[config.mk]
export PLATFORM = sky130hd
export DESIGN_NAME = multicycle_ctrl
export DESIGN_NICKNAME = d
export VERILOG_FILES = /design/src/rtl/multicycle_ctrl.sv
export SDC_FILE = /design/constraint.sdc
export NUM_CORES = 1
export LEC_CHECK = 0
export CAP_MARGIN = 20
export CORE_MARGIN = 1
export CORE_UTILIZATION = 46
export CTS_BUF_LIST = sky130_fd_sc_hd__clkbuf_8
export DETAILED_ROUTE_END_ITERATION = 8
export PLACE_DENSITY = 0.88
export SYNTH_ARGS = -nofsm -noshare
export SYNTH_HDL_FRONTEND = slang
export SYNTH_SLANG_ARGS = --single-unit
[constraint.sdc]
create_clock -name clk -period 2.05 [get_ports clk]
set_input_delay 0.41 -clock clk [delete_from_list [all_inputs] [get_ports clk]]
set_output_delay 0.41 -clock clk [all_outputs]
set_load 0.05 [all_outputs]
[src/rtl/multicycle_ctrl.sv]
`default_nettype none
// +--------------------------------------------------------------------------+
// | multicycle_ctrl: FETCH/DECODE/EXEC/MEM/WB sequencer for an RV32I datapath |
// | rev 1.0                                                                   |
// +--------------------------------------------------------------------------+
module multicycle_ctrl #(
  parameter int TIMEOUT = 255
) (
  input  logic        clk,
  input  logic        reset,
  input  logic [31:0] instr,
  input  logic        mem_ready,
  output logic        mem_req,
  output logic        mem_we,
  output logic        iord,
  output logic        ir_write,
  output logic        pc_write,
  output logic        pc_write_cond,
  output logic        pc_src,
  output logic        alu_src_a,
  output logic [1:0]  alu_src_b,
  output logic [1:0]  alu_op,
  output logic        reg_write,
  output logic        mem_to_reg,
  output logic        retire,
  output logic [31:0] instret,
  output logic        fault,
  output logic [2:0]  state
);

  typedef enum logic [2:0] {
    S_IDLE   = 3'd0,
    S_FETCH  = 3'd1,
    S_DECODE = 3'd2,
    S_EXEC   = 3'd3,
    S_MEM    = 3'd4,
    S_WB     = 3'd5,
    S_FAULT  = 3'd7
  } state_t;

  localparam logic [6:0] OP_R   = 7'b0110011;
  localparam logic [6:0] OP_I   = 7'b0010011;
  localparam logic [6:0] OP_LW  = 7'b0000011;
  localparam logic [6:0] OP_SW  = 7'b0100011;
  localparam logic [6:0] OP_BR  = 7'b1100011;
  localparam logic [6:0] OP_JAL = 7'b1101111;

  // Timeout fires on the not-ready cycle that would bring the count to TIMEOUT.
  localparam logic [7:0] WAIT_LIMIT = 8'(TIMEOUT - 1);

  state_t      state_q;
  state_t      state_d;
  logic [7:0]  wait_cnt;
  logic [31:0] instret_q;
  logic        fault_q;

  logic [6:0]  opcode;
  logic        is_r;
  logic        is_i;
  logic        is_lw;
  logic        is_sw;
  logic        is_br;
  logic        is_jal;
  logic        legal;
  logic        mem_phase;
  logic        waiting;
  logic        timed_out;
  logic        unused_instr_hi;

  assign opcode          = instr[6:0];
  assign unused_instr_hi = ^instr[31:7];

  assign is_r   = (opcode == OP_R);
  assign is_i   = (opcode == OP_I);
  assign is_lw  = (opcode == OP_LW);
  assign is_sw  = (opcode == OP_SW);
  assign is_br  = (opcode == OP_BR);
  assign is_jal = (opcode == OP_JAL);
  assign legal  = is_r | is_i | is_lw | is_sw | is_br | is_jal;

  // Derived from state rather than mem_req so the timeout path has no comb loop.
  assign mem_phase = (state_q == S_FETCH) || (state_q == S_MEM);
  assign waiting   = mem_phase && !mem_ready;
  assign timed_out = waiting && (wait_cnt == WAIT_LIMIT);

  always_ff @(posedge clk) begin
    if (reset) begin
      state_q   <= S_IDLE;
      wait_cnt  <= 8'd0;
      instret_q <= 32'd0;
      fault_q   <= 1'b0;
    end else begin
      state_q  <= state_d;
      wait_cnt <= waiting ? wait_cnt + 8'd1 : 8'd0;
      if (retire) begin
        instret_q <= instret_q + 32'd1;
      end
      if (state_d == S_FAULT) begin
        fault_q <= 1'b1;
      end
    end
  end

  always_comb begin
    state_d       = state_q;
    mem_req       = 1'b0;
    mem_we        = 1'b0;
    iord          = 1'b0;
    ir_write      = 1'b0;
    pc_write      = 1'b0;
    pc_write_cond = 1'b0;
    pc_src        = 1'b0;
    alu_src_a     = 1'b0;
    alu_src_b     = 2'b00;
    alu_op        = 2'b00;
    reg_write     = 1'b0;
    mem_to_reg    = 1'b0;
    retire        = 1'b0;

    case (state_q)
      S_IDLE: begin
        state_d = S_FETCH;
      end

      S_FETCH: begin
        mem_req   = 1'b1;
        alu_src_b = 2'b01;
        if (mem_ready) begin
          ir_write = 1'b1;
          pc_write = 1'b1;
          state_d  = S_DECODE;
        end else if (timed_out) begin
          state_d = S_FAULT;
        end
      end

      S_DECODE: begin
        alu_src_b = 2'b10;
        state_d   = legal ? S_EXEC : S_FAULT;
      end

      S_EXEC: begin
        if (is_r) begin
          alu_src_a = 1'b1;
          alu_op    = 2'b10;
          state_d   = S_WB;
        end else if (is_i) begin
          alu_src_a = 1'b1;
          alu_src_b = 2'b10;
          alu_op    = 2'b10;
          state_d   = S_WB;
        end else if (is_lw || is_sw) begin
          alu_src_a = 1'b1;
          alu_src_b = 2'b10;
          state_d   = S_MEM;
        end else if (is_br) begin
          alu_src_a     = 1'b1;
          alu_op        = 2'b01;
          pc_write_cond = 1'b1;
          pc_src        = 1'b1;
          retire        = 1'b1;
          state_d       = S_FETCH;
        end else if (is_jal) begin
          reg_write = 1'b1;
          pc_write  = 1'b1;
          pc_src    = 1'b1;
          retire    = 1'b1;
          state_d   = S_FETCH;
        end else begin
          state_d = S_FAULT;
        end
      end

      S_MEM: begin
        mem_req = 1'b1;
        iord    = 1'b1;
        mem_we  = is_sw;
        if (mem_ready) begin
          if (is_sw) begin
            retire  = 1'b1;
            state_d = S_FETCH;
          end else begin
            state_d = S_WB;
          end
        end else if (timed_out) begin
          state_d = S_FAULT;
        end
      end

      S_WB: begin
        reg_write  = 1'b1;
        mem_to_reg = is_lw;
        retire     = 1'b1;
        state_d    = S_FETCH;
      end

      S_FAULT: begin
        state_d = S_FAULT;
      end

      default: begin
        state_d = S_FAULT;
      end
    endcase
  end

  assign instret = instret_q;
  assign fault   = fault_q;
  assign state   = state_q;

endmodule
`default_nettype wire

After elaboration in Yosys (flattened, before gate mapping)
Cells that the tools add are included.

Bits in registers: 44. Memory bits (read-only): 0. Logic and storage cells: 84. Latch bits: 0. Output and inout port bits: 51. Memories kept: 0. RAM bits: 0.

Bitwise operators: 6. Multipliers: 0. Reductions and logical operators: 9. Shift-type cells: 0. Equality and inequality tests: 13. Divide/modulo/power cells: 0. $add $sub $neg: 2. Magnitude comparators: 0. Muxes and demuxes: 50.

Operator list (number): $add A32 B1 Y32 const B (1); $mux W3 (10); $mux W1 (29); $pmux W3 S5 (1); $eq A7 B6 Y1 const B (2); $eq A7 B7 Y1 const B (2); $mux W2 (6); $eq A3 B3 Y1 const B (3); $add A8 B1 Y8 const B (1); $eq A8 B8 Y1 const B (1); $eq A7 B2 Y1 const B (1); $eq A7 B5 Y1 const B (1); $eq A3 B2 Y1 const B (2); $pmux W2 S3 (1); $reduce_or A2 Y1 (3); $or A1 B1 Y1 (5); $pmux W1 S2 (2); $eq A3 B1 Y1 const B (1); $logic_not A3 Y1 (1); $pmux W1 S3 (1); $logic_and A1 B1 Y1 (2); $logic_or A1 B1 Y1 (2); $logic_not A1 Y1 (1); $not A1 Y1 (1).

Depth between registers and ports, before layout
Depth after elaboration: 9. Depth in mapped cells: 8. Depth with buffers taken out: 6.

Worst setup path before layout
OpenSTA, ideal clock, no wires.

Path kind: flip-flop to output port. Start: reg state_q[0] (netlist: state[0]). End: out pc_write. Setup slack: -1.331 ns. Cell stages (with the launch flop): 6. Arrival: 2.971 ns. Required time: 1.640 ns. Path through: dfxtp_1 > buf_2 > nor2b_1 > nor2b_1 > and2_1 > o21bai_1.

Word-level cells in the longest chain between the ends: 2. Elaborated cells on any way between the ends: 3. Those cells by class: eq/ne: 2; mux: 1.

RTL lines: from (decl) (line 51) `state_t state_q;`; from (signal assigned) (line 93) `state_q <= state_d;`; $eq A3 B2 Y1 or $eq A3 B1 Y1 (tied branches) (line 120) `case (state_q)`; $pmux W1 S2 (*) (line 120); to (decl) (line 17) `output logic pc_write,`.

Every way passes the cells marked *; elsewhere a longest branch is shown, timed or not.

Worst setup path after layout
Start: reg state_q[2] (netlist: state[2]). End: out state[2].

RTL lines: to (decl) (line 28) `output logic [2:0] state`.

No word-level cell between the ends.

==> flow_metrics.tcl <==
set metrics [dict create \
    cts_tree "built" \
    place_area_sq_um 3450 \
    cp_top_family "buffers and inverters" \
    htreeDepth 2 \
    layout-drive-gt1-share 0.338 \
    diodes 0 \
    pwr-share-seq 0.512 \
    synth-async-reset-ratio 0 \
    clkPwrFrac 0.300 \
    cp_max_fo 7 \
    internal_power_w 0.00123 \
    rows 25 \
    ios 86 \
    start_kind "flop" \
    synth-edff-count 0 \
    place_congestion 0.866 \
    syn-cell-area_sq_um 2320 \
    via_per_inst 5.90 \
    fmax_ghz 0.484 \
    failed_checks "setup timing" \
    slowest_delay_ps 830 \
    synth_seq_cells 44 \
    hp-start "wait_cnt[0]" \
    core_area_sq_um 4790 \
    cp_cell_sequence "buf_4 > clkdlybuf4s50_1" \
    skew_ps 8.15 \
    final_max_slew_viol_count 0 \
    hold_viol 0 \
    grt_pass1_wl_um 11100 \
    critPathKind "reg2out" \
    fp.dieArea_sq_um 5330 \
    combPwrFrac 0.189 \
    rr_startpoint "state[2]" \
    required_ps 1640 \
    synth_nets 324 \
    irDropWorstVdd_mv 0.461 \
    num-fill-cells 346 \
    cts_buffers 5 \
    rsz0062_at_grt "yes" \
    routed_wl_um 7350 \
    drtPass1Iterations 4 \
    design_area_sq_um 3650 \
    die_h_um 73.0 \
    drc 0 \
    p_per_area_nw_per_um2 467 \
    utilization 0.764 \
    hpwl_um 4730 \
    clk_latency_ps 300 \
    critPathCaptureType "output port" \
    netlist_instances 286 \
    start_util 0.485 \
    worstRegToRegCells 7 \
    p_sw_w 0.000477 \
    postLayoutSetupSlackWorst_ps -14.9 \
    grt_overflow 0 \
    swShare 0.280 \
    root_buffer "clkbuf_8" \
    final_nets 416 \
    period_minus_slack_ps 2060 \
    min_path_cells 1 \
    status "finished, violations left" \
    synth_cell_types 49 \
    postRouteAntennaNets 0 \
    worstMarginPinSlew_ps 552 \
    area_growth_pct 57.5 \
    p_leak_nw 1.29 \
    yosysWarnings 0 \
    cts_sinks 44 \
    max-slew-margin-rel 0.631 \
    setup_viol 1 \
    grt.total_usage 0.272 \
    r2r_slack_ps 20 \
    synth.avg_cell_area_sq_um 8.12 \
    synth_flop_cell "dfxtp_1" \
    grt_pass1_vias 2379 \
    routed-via-count 2632 \
    clkTransAtPathRegs_ps 80 \
    hold_class "reg2reg" \
    wl_per_cell_um 16.5 \
    cap_viol_max_count 0 \
    port_buffers 60 \
    grt_max_degree 44 \
    cp_num_cells 2 \
    min_period_over_period 1.01 \
    clockBufferDepth 2 \
    worstPathArrival_ps 1650 \
    crit_slowest_cell "clkdlybuf4s50_1" \
    die_x_um 73.0 \
    yosysSeqAreaShare 0.380 \
    critical_path_buf_inv_count 2 \
    antenna_found_initial 0 \
    drt-initial-drc-count 211 \
    cp-startpoint "state[2]" \
]
==> state kept, by name, indices dropped and copies added, names as in the netlist <==
register / count
fault: 1
instret: 32
state: 3
wait_cnt: 8
==> cells in the mapped netlist (5+ instances only) <==
cell,instances,area (sq um)
xnor2_1,6,52.6
nor2_1,21,78.8
clkbuf_1,9,33.8
nand4_1,7,43.8
o31ai_1,17,128
o21ai_0,11,55.1
inv_1,10,37.5
and3_1,5,31.3
or3_1,11,68.8
nand3_1,19,95.1
or4_1,18,135
a21oi_1,32,160
nand2_1,20,75.1
dfxtp_1,44,881
nor3_1,5,25.0
==> layout by cell type, fill, tap and decap left out, types with 6 or more instances in the layout <==
| cell | instances |
|---|---|
| nor2_1 | 19 |
| nand2_1 | 20 |
| dfxtp_1 | 22 |
| or3_1 | 10 |
| o31ai_1 | 17 |
| clkdlybuf4s50_1 | 33 |
| buf_12 | 13 |
| a21oi_1 | 23 |
| xnor2_1 | 6 |
| o21ai_0 | 11 |
| dfxtp_2 | 18 |
| nand4_1 | 7 |
| a21oi_2 | 9 |
| inv_1 | 11 |
| nand3_1 | 18 |
| buf_4 | 40 |
| or4_1 | 15 |
==> path summary, 6_finish.rpt <==
path / end
max reg2reg: instret[2]
min: wait_cnt[0]
max: state[2]
min reg2reg: wait_cnt[0]
==> power by group through the flow <==
stage          registers [W]  clock network (W)  logic (W)
2_1_floorplan       0.000913                  0   0.000145
3_3_place_gp        0.000896                  0   0.000283
3_5_place_dp        0.000897                  0   0.000288
4_1_cts             0.000877           0.000517   0.000295
5_1_grt             0.000874           0.000555   0.000336
6_report            0.000873           0.000511   0.000322
==> layout make-up <==
cell class                      count  area [sq um]  share of cell area
Sequential cell                    44           918               0.251
Clock inverter                      3          12.5             0.00342
Tap cell                           67          83.8              0.0229
Multi-Input combinational cell    216          1520               0.415
Clock buffer                        5          68.8              0.0188
Timing Repair Buffer              100          1010               0.276
Inverter                           11          45.0              0.0123
==> metal layers <==
metal / share of wire / GRT usage / routed length, um / vias up
li1: - / - / - / 1248
met1: 0.41 / 0.334 / 3020 / 1251
met2: 0.50 / 0.464 / 3670 / 110
met3: 0.059 / 0.0483 / 434 / 23
met4: 0.031 / 0.120 / 225 / 0
met5: 0 / 0 / 0 / -
==> cell families (layout without fill, tap and decap cells) <==
logic type               Yosys count  count (layout)  share of synthesized area
AO/OA/AOI/OAI                     75              75                      0.199
XOR/XNOR                           9               9                     0.0340
adder cells (fa/ha/maj)            3               3                     0.0162
buffers and inverters             26             119                     0.0458
flip-flops                        44              44                      0.380
multiplexers                       2               2                    0.00916
AND/OR/NAND/NOR                  127             127                      0.316
==> timing repair <==
| item | in CTS | in global routing |
|---|---|---|
| endpoints found under the setup margin | 39 | 31 |
| pin swaps | 9 | 13 |
| hold buffers | 0 | 0 |
| buffers inserted | 3 | 7 |
| gates resized for setup | 31 | 22 |
==> stage by stage <==
stage | setup slack, ps | TNS [ps] | hold slack (ps) | power, W | instances
4_1_cts | 6.42 | 0 | 473 | 0.00169 | 440
5_1_grt | -64.7 | -177 | 491 | 0.00176 | 446
6_report | -14.9 | -14.9 | 464 | 0.00171 | 446
2_1_floorplan | -114 | -139 | 430 | 0.00106 | 286
3_3_place_gp | -389 | -13120 | 440 | 0.00118 | 429
3_5_place_dp | -492 | -15760 | 456 | 0.00119 | 429
No activity file was read; power rests on OpenSTA's default activity.
